File: src/rtl/pipe_credit_rx.sv
// Receive-side terminator for a fixed-latency delay pipeline: issues launch credits and
// re-exposes pipeline output as a valid/ready stream. Define PIPE_CREDIT_RX_BYPASS_EN for 0-cycle empty bypass.
module pipe_credit_rx #(
  parameter int WIDTH   = 16,
  parameter int DEPTH   = 4,   // power of 2, >= 2, >= LATENCY+1 for full throughput
  parameter int LATENCY = 1
) (
  input  logic                       clk_in,
  input  logic                       rst_n_in,
  input  logic                       issue_valid_in,
  output logic                       issue_ready_out,
  input  logic                       pipe_valid_in,
  input  logic [WIDTH-1:0]           pipe_data_in,
  output logic                       m_valid_out,
  output logic [WIDTH-1:0]           m_data_out,
  input  logic                       m_ready_in,
  output logic [$clog2(DEPTH):0]     count_out,
  output logic                       overflow_out
);

  localparam int PW = $clog2(DEPTH);
  localparam int CW = PW + 1;

  logic [WIDTH-1:0] mem [DEPTH];
  logic [PW-1:0]    rd_ptr, wr_ptr;
  logic [CW-1:0]    count, inflight;
  logic             overflow;

  logic empty, full, issue_fire, pop, fifo_rd, fifo_wr, byp_take, drop;

  assign empty = (count == '0);
  assign full  = (count == CW'(DEPTH));

  // Credits come from registered state only, so a pop returns its credit one cycle later.
  assign issue_ready_out = ({1'b0, count} + {1'b0, inflight}) < (CW+1)'(DEPTH);
  assign issue_fire      = issue_valid_in & issue_ready_out;

`ifdef PIPE_CREDIT_RX_BYPASS_EN
  assign m_valid_out = !empty | pipe_valid_in;
  assign m_data_out  = !empty ? mem[rd_ptr] : (pipe_valid_in ? pipe_data_in : '0);
  assign byp_take    = empty & pipe_valid_in & m_ready_in;
`else
  assign m_valid_out = !empty;
  assign m_data_out  = empty ? '0 : mem[rd_ptr];
  assign byp_take    = 1'b0;
`endif

  assign pop     = m_valid_out & m_ready_in;
  assign fifo_rd = pop & !empty;
  // A word consumed straight through the bypass never touches the storage.
  assign fifo_wr = pipe_valid_in & (!full | pop) & !byp_take;
  assign drop    = pipe_valid_in & full & !pop;

  always_ff @(posedge clk_in or negedge rst_n_in) begin
    if (!rst_n_in) begin
      rd_ptr   <= '0;
      wr_ptr   <= '0;
      count    <= '0;
      inflight <= '0;
      overflow <= 1'b0;
    end else begin
      if (fifo_wr) wr_ptr <= wr_ptr + PW'(1);
      if (fifo_rd) rd_ptr <= rd_ptr + PW'(1);
      count <= count + CW'(fifo_wr) - CW'(fifo_rd);
      if (drop) overflow <= 1'b1;
      unique case ({issue_fire, pipe_valid_in})
        2'b10:   inflight <= inflight + CW'(1);
        2'b01:   if (inflight != '0) inflight <= inflight - CW'(1);
        default: ;
      endcase
    end
  end

  // NOTE: storage has no reset; the output is masked to zero while empty, so stale words never leak.
  always_ff @(posedge clk_in) begin
    if (fifo_wr) mem[wr_ptr] <= pipe_data_in;
  end

  assign count_out    = count;
  assign overflow_out = overflow;

`ifndef SYNTHESIS
  // A non-stallable pipeline can never hold more than LATENCY launches at once.
  a_inflight_bound: assert property (@(posedge clk_in) disable iff (!rst_n_in)
    inflight <= CW'(LATENCY))
    else $error("pipe_credit_rx: inflight exceeds pipeline latency");
`endif

endmodule
File: config.mk
export PLATFORM = sky130hd
export DESIGN_NAME = pipe_credit_rx
export DESIGN_NICKNAME = d
export VERILOG_FILES = /design/src/rtl/pipe_credit_rx.sv
export SDC_FILE = /design/constraint.sdc
export NUM_CORES = 1
export LEC_CHECK = 0
export CAP_MARGIN = 30
export CORE_AREA = 2 2 106 108
export DETAILED_ROUTE_END_ITERATION = 8
export DIE_AREA = 0 0 108 110
export PLACE_DENSITY_LB_ADDON = 0.15
export SYNTH_ARGS = -nofsm -noshare
export SYNTH_HDL_FRONTEND = slang
export SYNTH_SLANG_ARGS = --single-unit
File: constraint.sdc
create_clock -name clk_in -period 4 [get_ports clk_in]
set_clock_uncertainty 0.15 [all_clocks]
set_input_delay 0.8 -clock clk_in [delete_from_list [all_inputs] [get_ports clk_in]]
set_output_delay 0.8 -clock clk_in [all_outputs]
set_load 0.02 [all_outputs]
Word-level counts from Yosys, hierarchy flattened:

Memory sizes are Yosys's and may differ from the RTL's.
Index checks and enable logic that the tools add are counted.

* div/mod/pow operators: 0
* $add $sub $neg: 7
* bitwise logic cells: 7
* $lt $le $gt $ge: 1
* multipliers: 0
* multiplexer cells: 5
* eq/ne operators: 4
* shifts and indexed selects: 0
* reductions and logical operators: 7

Operator list (count)
* 2-to-1 mux 16 bit: 1
* bitwise AND 1 bit: 6
* case mux 3 bit (2 select lines): 1
* adder 2 x 1 -> 2 bit (second input constant): 2
* adder 3 x 3 -> 4 bit: 1
* less-than comparator 4 x 3 -> 1 bit (second input constant): 1
* adder 3 x 1 -> 3 bit: 1
* adder 3 x 1 -> 3 bit (second input constant): 1
* == test 3 bit (second input constant): 1
* zero test 1 bit: 3
* zero test 3 bit: 1
* 2-to-1 mux 3 bit: 1
* nonzero test 3 bit: 1
* subtractor 3 x 1 -> 3 bit: 1
* subtractor 3 x 1 -> 3 bit (second input constant): 1
* == test 2 x 1 -> 1 bit (second input constant): 1
* == test 2 bit (second input constant): 1
* 2-to-1 mux 1 bit: 2
* != test 2 bit (second input constant): 1
* AND reduction 2 bit: 1
* nonzero test 2 bit: 1
* OR 1 bit: 1

* output and inout bits: 22
* input port bits: 21
* memory bits (writable): 64
* bits in registers: 11
* word-level logic and storage cells: 37
* bits in read-only memories: 0
* memories: 1
* latch bits: 0

Memory list
* mem: words 4, width 16, read ports 1, clocked after memory_dff 0, wr ports 1, RTL line 24 `logic [WIDTH-1:0] mem [DEPTH];`

Logic depth before layout (Yosys ltp):

* depth in word-level cells: 7
* mapped depth: 11
* mapped depth without buffers: 10

Worst setup path before layout:

OpenSTA, ideal clock, no wires.

* kind: input -> register
* from: in m_ready_in
* to: reg count[2] (netlist: count_out[2])
* arrival time: 2449 ps
* path buffers: 1
* library setup time: 131 ps
* stages on the path: 11
* path slack: 1270 ps
* data required time: 3719 ps
* cells stage by stage: nor4b_1 > nor2b_1 > clkbuf_1 > inv_1 > ha_1 > inv_1 > ha_1 > inv_1 > fa_1 > xnor2_1 > xnor2_1

* cells in the longest elaborated chain, start to end: 5
* elaborated cells between the ends (all ways): 6
* classes of those cells: 2 x add/sub; 4 x bitwise

RTL lines
* start, declared: RTL line 16 `input logic m_ready_in,`
* bitwise AND 1 bit *: RTL line 48 `assign pop = m_valid_out & m_ready_in;`
* OR 1 bit: RTL line 51 `assign fifo_wr = pipe_valid_in & (!full | pop) & !byp_take;`
* bitwise AND 1 bit: RTL line 51
* adder 3 x 1 -> 3 bit: RTL line 64 `count <= count + CW'(fifo_wr) - CW'(fifo_rd);`
* subtractor 3 x 1 -> 3 bit *: RTL line 64
* end signal, assigned: RTL line 64
* end, declared: RTL line 26 `logic [CW-1:0] count, inflight;`

Every way passes the cells marked *; elsewhere a longest branch is shown, timed or not.
A chain may end at the register's enable or synchronous reset.

Worst setup path in the final report:

* from: reg rd_ptr[0]
* to: out m_data_out[15]

* cells in the longest elaborated chain, start to end: 2

RTL lines
* start, declared: RTL line 25 `logic [PW-1:0] rd_ptr, wr_ptr;`
* start signal, assigned: RTL line 63 `if (fifo_rd) rd_ptr <= rd_ptr + PW'(1);`
* memory read (4 x 16 bit)
* 2-to-1 mux 16 bit: RTL line 44 `assign m_data_out = empty ? '0 : mem[rd_ptr];`
* end, declared: RTL line 15 `output logic [WIDTH-1:0] m_data_out,`

No other way between the ends.

==> impl_metrics.tcl <==
set metrics [dict create \
    status "finished clean" \
    critPathLaunch "rd_ptr[0]" \
    start_util 0.294 \
    vias 1557 \
    final_cell_mix "64 x edfxtp_1, 42 x clkdlybuf4s50_1, 20 x and2_1" \
    syn2layout_area_growth_pct 24.1 \
    finalNetCount 248 \
    wirelength_mm 5.56 \
    p_int_mw 1.94 \
    setup-violations-final 0 \
    htreeDepth 3 \
    hp-class "register to register" \
    synth_top_cell_by_area "edfxtp_1" \
    gp_congestion 0.731 \
    syn-num-nets 197 \
    coreArea_um2 10700 \
    path_class "register to output pin" \
    ir_drop_uv 327 \
    netlist_top_cells_area "edfxtp_1 61%, dfrtp_1 8.7%, mux4_1 6.7%, mux4_2 5.7%, and2_1 4.0%" \
    worst_slew_margin_rel 0.576 \
    grt_max_degree 19 \
    syn_avg_cell_area_um2 19.0 \
    cp_max_fo 14 \
    hp-start "overflow_out" \
    synth_area_um2 3150 \
    yosysWarnings 0 \
    ys_ff_latch 75 \
    comb_power_share 0.438 \
    p_per_area_nw_per_um2 754 \
    synth_top_area_frac 0.611 \
    n_antenna_cell 0 \
    hold_buffers 0 \
    grt-ovfl-total 0 \
    cts_made_buffers 9 \
    grt_pass1_wl_mm 8.70 \
    first_iter_violations 43 \
    root_buffer "clkbuf_8" \
    viasPerCell 4.30 \
    ant_nets 0 \
    dp_hpwl_mm 3.47 \
    dpl_cell_area_um2 3730 \
    holdWs_ns 0.324 \
    ctsLongestPathBuffers 2 \
    crit_path_start_kind "register" \
    fin_util 0.365 \
    rsz0062_at_grt "false" \
    final_common_cell "edfxtp_1" \
    post_cts_buffers 0 \
    io_pins 43 \
    timing.final.crit_period_ns 3.42 \
    sequentialPowerShare 0.390 \
    seq_area_frac_synth 0.698 \
    route.detailed.drc 0 \
    cellLeakagePower_nw 1.38 \
    power.switching_mw 1.00 \
    max_freq_mhz 292 \
    postLayoutCellArea_um2 3900 \
    cts_tree "done" \
    syn_inst 166 \
    cap_violations 0 \
    drv_slew 0 \
    die_w_um 108 \
    drt-wirelength-per-cell_um 15.4 \
    grtUsageTotal 0.102 \
    switching_share 0.341 \
    die_area_um2 11900 \
    finalCritPeriodShare 0.856 \
    final_layout_size_suffix_gt1_frac 0.135 \
    rrSetupSlack_ns 1.13 \
    grt_pass1_vias 1617 \
    yosysUniqueCellTypes 29 \
    clkPwrFrac 0.172 \
    drtPass1Iterations 4 \
    worstMarginPinSlew_ns 0.636 \
    timing.rr.start "count_out[2]" \
    die_y_um 110 \
    tns_ns 0 \
    cts.clk_slew.worst_paths_ns 0.08 \
    critPathRequiredTime_ns 3.05 \
    rows 38 \
    cts_sinks 75 \
    hold_violations 0 \
    port_buffers 42 \
    cp-end-kind "output pin" \
    fill_cells 1010 \
    antenna_found_initial 0 \
    cts-resized-gates 0 \
    critPathArrivalTime_ns 2.47 \
    clock_latency_ns 0.34 \
]
[metal layers]
layer / part of all wire / global-route usage / vias up / wire length, µm
met4: 0.016 / 0.0522 / 0 / 91
met3: 0.045 / 0.0312 / 8 / 250
met1: 0.45 / 0.118 / 783 / 2480
met2: 0.49 / 0.173 / 34 / 2740
met5: 0 / 0 / - / 0
li1: - / - / 732 / -
[area by class of cell]
class,count,area [µm²],area share
clock inverters,7,51.3,0.0131
repair buffers,48,465,0.119
multi-input cells,74,857,0.220
well taps,140,175,0.0449
inverters,9,33.8,0.00865
clock buffers,9,124,0.0317
flip-flops and latches,75,2200,0.563
[cell usage after synthesis, drive strengths merged]
cell / instances
nand3b: 1
xor2: 1
inv: 9
o21a: 1
o31ai: 1
a21o: 1
o21ai: 1
or3: 1
mux4: 16
clkbuf: 2
and2: 21
nor2: 2
fa: 2
dfrtp: 11
buf: 6
edfxtp: 64
xnor2: 6
nor2b: 2
nor3: 1
ha: 8
mux2i: 3
nor4b: 1
and3: 1
o221ai: 1
nand2: 3
[sequential cells by signal, summed over array words and instances (netlist names)]
name          cells
inflight          3
overflow_out      1
rd_ptr            2
count_out         3
wr_ptr            2
mem              64
[power by group through the flow]
stage	Clock (mW)	Sequential, mW	Combinational [mW]
after floorplan	0	1.15	0.837
after global placement	0	1.17	1.32
after detailed placement	0	1.17	1.32
after CTS	0.529	1.15	1.33
after global routing	0.559	1.17	1.42
final	0.508	1.15	1.29
[per-stage QoR]
step	cells	setup WS [ns]	power, mW
2_1_floorplan	166	1.27	1.98
3_3_place_gp	346	0.651	2.49
3_5_place_dp	346	0.587	2.49
4_1_cts	362	0.525	3.01
5_1_grt	362	0.450	3.15
6_report	362	0.575	2.94
[worst max-delay path, cell delays in order, from the launching register on]
cell	delay [ns]
dfrtp_1	0.48
buf_4	0.33
mux4_1	0.62
and2_1	0.18
clkdlybuf4s50_1	0.53
[final timing paths]
check / to / cells past startpoint
worst max-delay path: m_data_out[15] / 4
worst min register to register: overflow_out / 1
worst min-delay path: overflow_out / 1
worst max register to register: count_out[2] / 9
min in group asynchronous: inflight[1] / 1
max in group asynchronous: inflight[2] / 1
[kinds of logic (layout without fill, tap and decap cells)]
logic type,count (synthesis),after routing,synth area share
AO/OA/AOI/OAI,5,5,0.0115
XOR/XNOR,7,7,0.0195
flip-flops,75,75,0.698
AND/OR/NAND/NOR,33,33,0.0632
buffers and inverters,17,73,0.0294
multiplexers,19,19,0.134
adder cells (fa/ha/maj),10,10,0.0445
Note: power is estimated with default switching activity, not from simulation.
